===== src/rtl/mmu_pkg.sv =====
// Shared types and defaults for the systolic-array MMU controller.
package mmu_pkg;

    localparam int unsigned MMU_DATA_WIDTH = 16;
    localparam int unsigned MMU_ARRAY_DIM  = 4;

    typedef enum logic [2:0] {
        IDLE   = 3'd0,
        LOAD_W = 3'd1,
        SETTLE = 3'd2,
        STREAM = 3'd3,
        DRAIN  = 3'd4,
        DONE   = 3'd5
    } mmu_state_t;

    // Handshake/status flags {cmd_ready, wt_ready, act_ready, busy} held while in a state.
    function automatic logic [3:0] state_flags(input mmu_state_t s);
        return {s == IDLE, s == LOAD_W, s == STREAM, s != IDLE};
    endfunction

endpackage


===== src/rtl/mmu_skew.sv =====
// Per-row activation delay line: DEPTH+1 register stages carrying data and its enable.
module mmu_skew #(
    parameter int DEPTH      = 0,
    parameter int DATA_WIDTH = 16
) (
    input  logic                  clk,
    input  logic                  rstn,
    input  logic [DATA_WIDTH-1:0] in_data,
    input  logic                  in_en,
    output logic [DATA_WIDTH-1:0] out_data,
    output logic                  out_en
);

    logic [DATA_WIDTH-1:0] data_q [DEPTH+1];
    logic                  en_q   [DEPTH+1];

    always_ff @(posedge clk) begin
        if (!rstn) begin
            for (int i = 0; i <= DEPTH; i++) begin
                data_q[i] <= '0;
                en_q[i]   <= 1'b0;
            end
        end else begin
            data_q[0] <= in_data;
            en_q[0]   <= in_en;
            for (int i = 1; i <= DEPTH; i++) begin
                data_q[i] <= data_q[i-1];
                en_q[i]   <= en_q[i-1];
            end
        end
    end

    assign out_data = data_q[DEPTH];
    assign out_en   = en_q[DEPTH];

endmodule


===== src/rtl/mmu_ctrl.sv =====
// Weight-stationary systolic array controller: loads weights, settles, streams skewed
// activations, drains the array and pulses done.
module mmu_ctrl
    import mmu_pkg::*;
#(
    parameter int DATA_WIDTH = MMU_DATA_WIDTH,
    parameter int ARRAY_DIM  = MMU_ARRAY_DIM,
    parameter int ROW_CNT_W  = 16
) (
    input  logic                            clk,
    input  logic                            rstn,
    input  logic                            cmd_valid,
    output logic                            cmd_ready,
    input  logic [ROW_CNT_W-1:0]            cmd_num_rows,
    input  logic                            wt_valid,
    output logic                            wt_ready,
    input  logic [ARRAY_DIM*DATA_WIDTH-1:0] wt_data,
    input  logic                            act_valid,
    output logic                            act_ready,
    input  logic [ARRAY_DIM*DATA_WIDTH-1:0] act_data,
    output logic [ARRAY_DIM-1:0]            arr_w_wen,
    output logic [ARRAY_DIM*DATA_WIDTH-1:0] arr_w_data,
    output logic [ARRAY_DIM-1:0]            arr_en,
    output logic [ARRAY_DIM*DATA_WIDTH-1:0] arr_act,
    output logic                            busy,
    output logic                            done
);

    localparam int unsigned PH_W = $clog2(2 * ARRAY_DIM) + 1;
    localparam logic [PH_W-1:0] LAST_BEAT  = PH_W'(ARRAY_DIM - 1);
    localparam logic [PH_W-1:0] LAST_DRAIN = PH_W'(2 * ARRAY_DIM - 2);

    mmu_state_t           state;
    logic [ROW_CNT_W-1:0] num_rows;
    logic [ROW_CNT_W-1:0] row_cnt;
    logic [PH_W-1:0]      ph_cnt;
    logic                 cmd_fire;
    logic                 wt_fire;
    logic                 act_fire;

    assign cmd_fire = cmd_valid & cmd_ready;
    assign wt_fire  = wt_valid & wt_ready;
    assign act_fire = act_valid & act_ready;

    // ph_cnt counts weight beats in LOAD_W and elapsed cycles in SETTLE and DRAIN.
    always_ff @(posedge clk) begin
        if (!rstn) begin
            state      <= IDLE;
            {cmd_ready, wt_ready, act_ready, busy} <= state_flags(IDLE);
            num_rows   <= '0;
            row_cnt    <= '0;
            ph_cnt     <= '0;
            done       <= 1'b0;
            arr_w_wen  <= '0;
            arr_w_data <= '0;
        end else begin
            done       <= 1'b0;
            arr_w_wen  <= {ARRAY_DIM{wt_fire}};
            arr_w_data <= wt_fire ? wt_data : '0;
            case (state)
                IDLE: if (cmd_fire) begin
                    num_rows <= cmd_num_rows;
                    row_cnt  <= '0;
                    ph_cnt   <= '0;
                    state    <= LOAD_W;
                    {cmd_ready, wt_ready, act_ready, busy} <= state_flags(LOAD_W);
                end
                LOAD_W: if (wt_fire) begin
                    if (ph_cnt == LAST_BEAT) begin
                        ph_cnt <= '0;
                        state  <= SETTLE;
                        {cmd_ready, wt_ready, act_ready, busy} <= state_flags(SETTLE);
                    end else begin
                        ph_cnt <= ph_cnt + PH_W'(1);
                    end
                end
                SETTLE: begin
                    if (ph_cnt == LAST_BEAT) begin
                        ph_cnt <= '0;
                        if (num_rows != '0) begin
                            state <= STREAM;
                            {cmd_ready, wt_ready, act_ready, busy} <= state_flags(STREAM);
                        end else begin
                            state <= DONE;
                            done  <= 1'b1;
                            {cmd_ready, wt_ready, act_ready, busy} <= state_flags(DONE);
                        end
                    end else begin
                        ph_cnt <= ph_cnt + PH_W'(1);
                    end
                end
                STREAM: if (act_fire) begin
                    row_cnt <= row_cnt + ROW_CNT_W'(1);
                    if (row_cnt == num_rows - ROW_CNT_W'(1)) begin
                        state <= DRAIN;
                        {cmd_ready, wt_ready, act_ready, busy} <= state_flags(DRAIN);
                    end
                end
                DRAIN: begin
                    if (ph_cnt == LAST_DRAIN) begin
                        ph_cnt <= '0;
                        state  <= DONE;
                        done   <= 1'b1;
                        {cmd_ready, wt_ready, act_ready, busy} <= state_flags(DONE);
                    end else begin
                        ph_cnt <= ph_cnt + PH_W'(1);
                    end
                end
                DONE: begin
                    state <= IDLE;
                    {cmd_ready, wt_ready, act_ready, busy} <= state_flags(IDLE);
                end
                default: begin
                    state <= IDLE;
                    {cmd_ready, wt_ready, act_ready, busy} <= state_flags(IDLE);
                end
            endcase
        end
    end

    // Row r of the left edge sees its element r cycles after row 0; bubbles carry zero data.
    for (genvar r = 0; r < ARRAY_DIM; r++) begin : g_row
        logic [DATA_WIDTH-1:0] row_in;
        assign row_in = act_fire ? act_data[r*DATA_WIDTH +: DATA_WIDTH] : '0;

        mmu_skew #(
            .DEPTH      (r),
            .DATA_WIDTH (DATA_WIDTH)
        ) u_skew (
            .clk      (clk),
            .rstn     (rstn),
            .in_data  (row_in),
            .in_en    (act_fire),
            .out_data (arr_act[r*DATA_WIDTH +: DATA_WIDTH]),
            .out_en   (arr_en[r])
        );
    end

endmodule


===== config.mk =====
export PLATFORM = sky130hd
export DESIGN_NAME = mmu_ctrl
export DESIGN_NICKNAME = d
export VERILOG_FILES = /design/src/rtl/mmu_pkg.sv /design/src/rtl/mmu_skew.sv /design/src/rtl/mmu_ctrl.sv
export SDC_FILE = /design/constraint.sdc
export NUM_CORES = 1
export LEC_CHECK = 0
export BUFFER_PORTS_ARGS = -buffer_cell sky130_fd_sc_hd__buf_2
export CAP_MARGIN = 20
export CORE_MARGIN = 3
export CORE_UTILIZATION = 50
export DETAILED_ROUTE_END_ITERATION = 8
export PLACE_DENSITY = 0.77
export SLEW_MARGIN = 20
export SYNTH_ARGS = -nofsm -noshare
export SYNTH_HDL_FRONTEND = slang
export SYNTH_SLANG_ARGS = --single-unit

===== constraint.sdc =====
create_clock -name clk -period 2.6 [get_ports clk]
set_input_delay 0.26 -clock clk [delete_from_list [all_inputs] [get_ports clk]]
set_output_delay 0.26 -clock clk [all_outputs]
set_load 0.01 [all_outputs]

# [Word-level counts from Yosys, hierarchy flattened]
# Memory sizes are Yosys's and may differ from the RTL's.
# Cells that the tools add are included.
[totals] reg_bits=109 ramBits=170 wordCells=140 memories=8
[classes] add_sub_neg=3 eq_ne=14 muxes=71 n_bitwise=21 reduce_logical=12
[memory_table] name="g_row[3].u_skew.data_q" words=4 width=16 read_ports=4 rd_clocked_by_memory_dff=0 wr=4 line="mmu_skew.sv:14" text="logic [DATA_WIDTH-1:0] data_q [DEPTH+1];"
[memory_table] name="g_row[2].u_skew.data_q" words=3 width=16 read_ports=3 rd_clocked_by_memory_dff=0 wr=3 line="mmu_skew.sv:14"
[memory_table] name="g_row[1].u_skew.data_q" words=2 width=16 read_ports=2 rd_clocked_by_memory_dff=0 wr=2 line="mmu_skew.sv:14"
[memory_table] name="g_row[0].u_skew.data_q" words=1 width=16 read_ports=1 rd_clocked_by_memory_dff=0 wr=1 line="mmu_skew.sv:14"
[memory_table] name="g_row[3].u_skew.en_q" words=4 width=1 read_ports=4 rd_clocked_by_memory_dff=0 wr=4 line="mmu_skew.sv:15" text="logic en_q [DEPTH+1];"
[memory_table] name="g_row[2].u_skew.en_q" words=3 width=1 read_ports=3 rd_clocked_by_memory_dff=0 wr=3 line="mmu_skew.sv:15"
[memory_table] name="+2 memories"
[ops] operator="two-way mux 16 bit" n=16
[ops] operator="two-way mux 1 bit" n=35
[ops] operator="one-hot mux 16 bit (2 select lines)" n=1
[ops] operator="two-way mux 3 bit" n=8
[ops] operator="one-hot mux 1 bit (5 select lines)" n=4
[ops] operator="OR 1 bit" n=18
[ops] operator="adder 16 x 1 -> 16 bit, second input constant" n=1
[ops] operator="== test 16 bit" n=1
[ops] operator="two-way mux 4 bit" n=4
[ops] operator="one-hot mux 4 bit (4 select lines)" n=1
[ops] operator="nonzero test 16 bit" n=1
[ops] operator="OR reduction 16 bit" n=1
[ops] operator="subtractor 16 x 1 -> 16 bit, second input constant" n=1
[ops] operator="one-hot mux 3 bit (5 select lines)" n=1
[ops] operator="!= test 2 bit, second input constant" n=7
[ops] operator="AND reduction 7 bit" n=1
[ops] operator="== test 3 x 2 -> 1 bit, second input constant" n=2
[ops] operator="AND reduction 3 bit" n=2
[ops] operator="AND reduction 5 bit" n=1
[ops] operator="adder 4 x 1 -> 4 bit, second input constant" n=1
[ops] operator="== test 4 x 2 -> 1 bit, second input constant" n=1
[ops] operator="== test 4 x 3 -> 1 bit, second input constant" n=1
[ops] operator="AND reduction 2 bit" n=2
[ops] operator="nonzero test 4 bit" n=1
[ops] operator="7 further kinds" n=9

# [Logic depth before layout (Yosys ltp)]
[depth] depth_word=5 depth_mapped=11

# [Hierarchy]
# From an unflattened synthesis, not the netlist that was laid out.
[hier_totals] hier_cells=912 area_unflattened_um2=9765.6
[by_module_without_submodules] module="mmu_ctrl" n_inst=1 cells_per_inst=524 area_each_um2=4804.6 seq_area_each_um2=2182.1
[by_module_without_submodules] module="mmu_skew at g_row[3].u_skew" n_inst=1 cells_per_inst=143 area_each_um2=1866.8 seq_area_each_um2=1361.3
[by_module_without_submodules] module="mmu_skew at g_row[2].u_skew" n_inst=1 cells_per_inst=123 area_each_um2=1549.0 seq_area_each_um2=1021.0
[by_module_without_submodules] module="mmu_skew at g_row[1].u_skew" n_inst=1 cells_per_inst=87 area_each_um2=1071.0 seq_area_each_um2=680.7
[by_module_without_submodules] module="mmu_skew at g_row[0].u_skew" n_inst=1 cells_per_inst=35 area_each_um2=474.2 seq_area_each_um2=340.3

# [Worst setup path after synthesis]
# Ideal clock, no wire load.
[synth_timing] kind="flip-flop to flip-flop" from="register num_rows[0]" to="register busy" setup_ns=0.075 t_arrival_ns=2.268 required_ns=2.525 slack_ns=0.257 path_stages_with_launch=12 synth_period_minus_slack_ns=2.343 path_cell_list="dfxtp_1 -> clkbuf_1 -> inv_1 -> ha_1 -> clkbuf_8 -> xnor2_1 -> a221oi_1 -> a41oi_1 -> nor2_1 -> nand4_2 -> or4b_1 -> a31oi_1"
[synth_between] elab_chain_cells=4
[synth_lines] item="from (decl)" line="mmu_ctrl.sv:34" text="logic [ROW_CNT_W-1:0] num_rows;"
[synth_lines] item="from (signal assigned)" line="mmu_ctrl.sv:62" text="num_rows <= cmd_num_rows;"
[synth_lines] item="subtractor 16 x 1 -> 16 bit" line="mmu_ctrl.sv:94" text="if (row_cnt == num_rows - ROW_CNT_W'(1)) begin"
[synth_lines] item="== test 16 bit" line="mmu_ctrl.sv:94"
[synth_lines] item="!= test 2 bit (no source line)"
[synth_lines] item="AND reduction 5 bit (no source line)"
[synth_lines] item="to (signal assigned)" line="mmu_ctrl.sv:96" text="{cmd_ready, wt_ready, act_ready, busy} <= state_flags(DRAIN);"
[synth_lines] item="to (signal assigned)" line="mmu_ctrl.sv:104" text="{cmd_ready, wt_ready, act_ready, busy} <= state_flags(DONE);"
[synth_lines] item="to (signal assigned)" line="mmu_ctrl.sv:111" text="{cmd_ready, wt_ready, act_ready, busy} <= state_flags(IDLE);"
[synth_lines] item="to (decl)" line="mmu_ctrl.sv:25" text="output logic busy,"
# Every way passes these cells.
# A chain may end at the register's enable or synchronous reset.

# [Worst setup path in the final report]
# Ends and elaborated chain as after synthesis.

==> impl_summary.txt <==
----------------------------------------------------
[Outcome]
  Run status ... completed

[Finish]
  Non-filler cells, final ... 1479
  Net count, final ... 1387
  # fillers ... 1166
  Sequential cell area ... 0.00555 sq mm
  Multi-input logic area ... 0.00310 sq mm
  Growth of design area from synthesis to finish ... 40.8%
  Fraction of layout cells with a size suffix above 1 ... 29.2%
  Highest-count cells in the layout ignoring fill and taps ... buf_2 (289), dfxtp_1 (275), and2_1 (231), dlygate4sd3_1 (142), nor2_1 (54)
  Commonest non-fill, non-tap cell in the layout ... buf_2

[Synthesis]
  Cell area after synthesis ... 0.00910 sq mm
  Average size of a mapped cell ... 10.8 sq um
  YS warnings ... 0
  Part of the Yosys area used for sequential elements ... 61.0%
  Post-synthesis cell type count ... 66
  Number of flops mapped to enable cells by yosys ... 0
  Count of state elements after synthesis ... 277
  Synthesized netlist cell count ... 839
  Post-Syn Nets ... 992
  Main synth FF type ... dfxtp_1
  Proportion of register bits with asynchronous set or reset after synthesis ... 0%

[Timing]
  Final min period ... 2.39 ns
  Count of final hold-check violations ... 0
  Worst relative slew slack ... 42.2%
  Peak clock frequency supported by timing ... 419 MHz
  Worst Clk Skew ... 0.00691 ns
  Final count of negative-setup-slack endpoints ... 0
  Aggregate negative setup slack ... 0 ns
  Part of the cycle the worst path needs ... 91.8%
  Minimum hold slack ... 0.0203 ns
  Setup repair after global routing missed its margin ... false
  Measured slew at the worst slew-check pin ... 0.867 ns
  Max-slew violations ... 0

[Floorplan]
  Area of the die ... 0.0199 sq mm
  I/O Pins ... 290
  Core Box Area ... 0.0175 sq mm
  Overall die height ... 141 um
  Horizontal die dimension ... 141 um
  Number of rows created at floorplan ... 48
  Starting utilization of the core area ... 51.9%

[Worst setup path]
  Reg-to-reg slack, setup ... 0.21 ns
  CP Data Arrival Time ... 2.83 ns
  CP startpoint kind ... flip-flop
  Required time of the worst setup path ... 3.05 ns
  Worst stage delay on the critical path ... 0.52 ns
  Crit end category ... flip-flop
  Critical-path top delay cell ... or4b_1
  Class of the most critical setup path ... flip-flop to flip-flop
  Critical-path cell list ... inv_1 -> ha_1 -> o21ba_2 -> a221oi_1 -> a41oi_1 -> nor2_1 -> nand4_2 -> or4b_1 -> a31oi_1
  Critical-path maximum fanout ... 7

[Global route]
  Largest net degree at the start of global routing ... 77
  Number of global-route vias before repair ... 6959
  Global route total overflow ... 0
  Global-route wire length before repair ... 36.1 mm
  Initial antenna violation count ... 1
  Overall Global Routing Usage ... 22.5%

[Pwr]
  Cell Pwr Density ... 729 mW/mm^2
  Peak supply drop ... 0.000709 V
  Static power due to leakage ... 5.93 nW
  Power, Total ... 0.00934 W

[CTS]
  Clock sink total ... 277
  Maximum count of clock buffers along a single path ... 3
  TritonCTS clock tree ... built
  Clock-pin slew of the registers on the worst-case setup and hold paths ... 0.06 ns
  Setup fix buffers added after clock tree synthesis ... 0
  CTS Buf Count ... 28
  Worst-skew pair later-pin latency ... 0.51 ns
  CTS H-Tree Depth ... 1
  Library cell used as clock root buffer ... clkbuf_16

[Detailed routing]
  Final ANT Viol Nets ... 0
  Final routed wire length divided by cell count ... 15.8 um
  Number of vias in the routed layout ... 6908
  Post-DR vias/cell ... 4.67
  Drt first pass iters ... 5
  Iter 0 DRT Violations ... 217
  WL final ... 23.4 mm
  DRC violations left ... 0

[Placement]
  Detailed Place HPWL ... 14.0 mm
  Buffers added on ports ... 289
  Routability congestion estimate ... 0.834
  Inst Count DP ... 1287

[Job]
  Max-capacitance violation count ... 0

[Worst hold path]
  Hold Path Class ... input pin to flip-flop

----------------------------------------------------
[Yosys cell counts, types with 3 or more instances]
| library cell | instances | share of area, % |
|---|---|---|
| ha_1 | 4 | 0.55 |
| nand4_1 | 11 | 0.76 |
| dfxtp_1 | 277 | 61 |
| and2_1 | 231 | 16 |
| o21ai_0 | 9 | 0.50 |
| a21oi_1 | 12 | 0.66 |
| nor2b_1 | 3 | 0.21 |
| xnor2_1 | 15 | 1.4 |
| and3_1 | 4 | 0.28 |
| nand2_1 | 15 | 0.62 |
| nor4_1 | 4 | 0.28 |
| nor2_1 | 55 | 2.3 |
| nand3b_1 | 4 | 0.33 |
| mux2i_1 | 15 | 1.7 |
| xor2_1 | 17 | 1.6 |
| inv_1 | 6 | 0.25 |
| or3_1 | 3 | 0.21 |
| a31oi_1 | 4 | 0.28 |
| clkbuf_1 | 36 | 1.5 |
| nand3_1 | 14 | 0.77 |
| buf_4 | 39 | 3.2 |
| nor3_1 | 10 | 0.55 |
[kinds of logic after synthesis]
logic type / after synthesis / share of synthesized area, %
simple gates: 374 / 24.4
flops: 277 / 61.0
buf+inv: 84 / 5.20
compound gates: 53 / 4.21
xor+xnor: 32 / 3.08
mux: 15 / 1.65
fa+ha+maj: 4 / 0.550
[area by class of cell]
type	instances	share of cell area (%)
Sequential cell	277	43.3
Multi-Input combinational cell	478	24.2
Timing Repair Buffer	442	23.0
Clock buffer	37	6.13
Tap cell	225	2.20
Clock inverter	12	0.957
Inverter	7	0.205
Antenna cell	1	0.0195
[worst paths after layout]
| check | to | from | cells past startpoint |
|---|---|---|---|
| worst max-delay path | busy | num_rows[0] | 9 |
| worst min-delay path | num_rows[9] | cmd_num_rows[9] | 3 |
| worst max register to register | busy | num_rows[0] | 9 |
| worst min register to register | g_row[3].u_skew.data_q[2][3] | g_row[3].u_skew.data_q[1][3] | 1 |
[where the power goes]
part / switching (W) / internal (W)
Sequential: 0.0000847 / 0.00433
Combinational: 0.000478 / 0.000523
Clock: 0.00160 / 0.00232
[worst max-delay path: cells and delay by family, from the launching register on]
kind	cells	cell delay (ns)
DFF	1	0.39
adders and majority gates	1	0.26
AOI/OAI and AO/OA	4	0.78
and+or+nand+nor	3	0.83
buffers and inverters	1	0.06
[per-layer routing]
| metal | GRT usage (%) | wire, um | vias up |
|---|---|---|---|
| li1 | - | - | 3459 |
| met1 | 24.7 | 8860 | 3174 |
| met2 | 43.4 | 12600 | 235 |
| met3 | 4.95 | 1440 | 40 |
| met4 | 6.12 | 510 | 0 |
| met5 | 0 | 0 | - |
[what timing repair did]
action,CTS,global route
gates resized for setup,0,3
setup endpoints to repair,0,2
hold endpoints to repair,142,0
hold buffers,142,0
[state kept, by name, indices dropped and copies added, names as in the netlist, 3 cells and up]
signal,count
arr_w_data,64
g_row.u_skew.data_q,160
state,3
row_cnt,16
g_row.u_skew.en_q,8
ph_cnt,4
num_rows,16
[through the flow]
step / setup WS (ns) / area (sq um) / util [%]
after CTS: 0.141 / 12800 / 73.0
final: 0.213 / 12800 / 73.1
after global placement: 0.216 / 10500 / 59.7
after detailed placement: 0.152 / 10500 / 59.7
after global routing: 0.0228 / 12800 / 73.1
after floorplan: 0.257 / 9100 / -
Note: power is estimated with default switching activity, not from simulation.
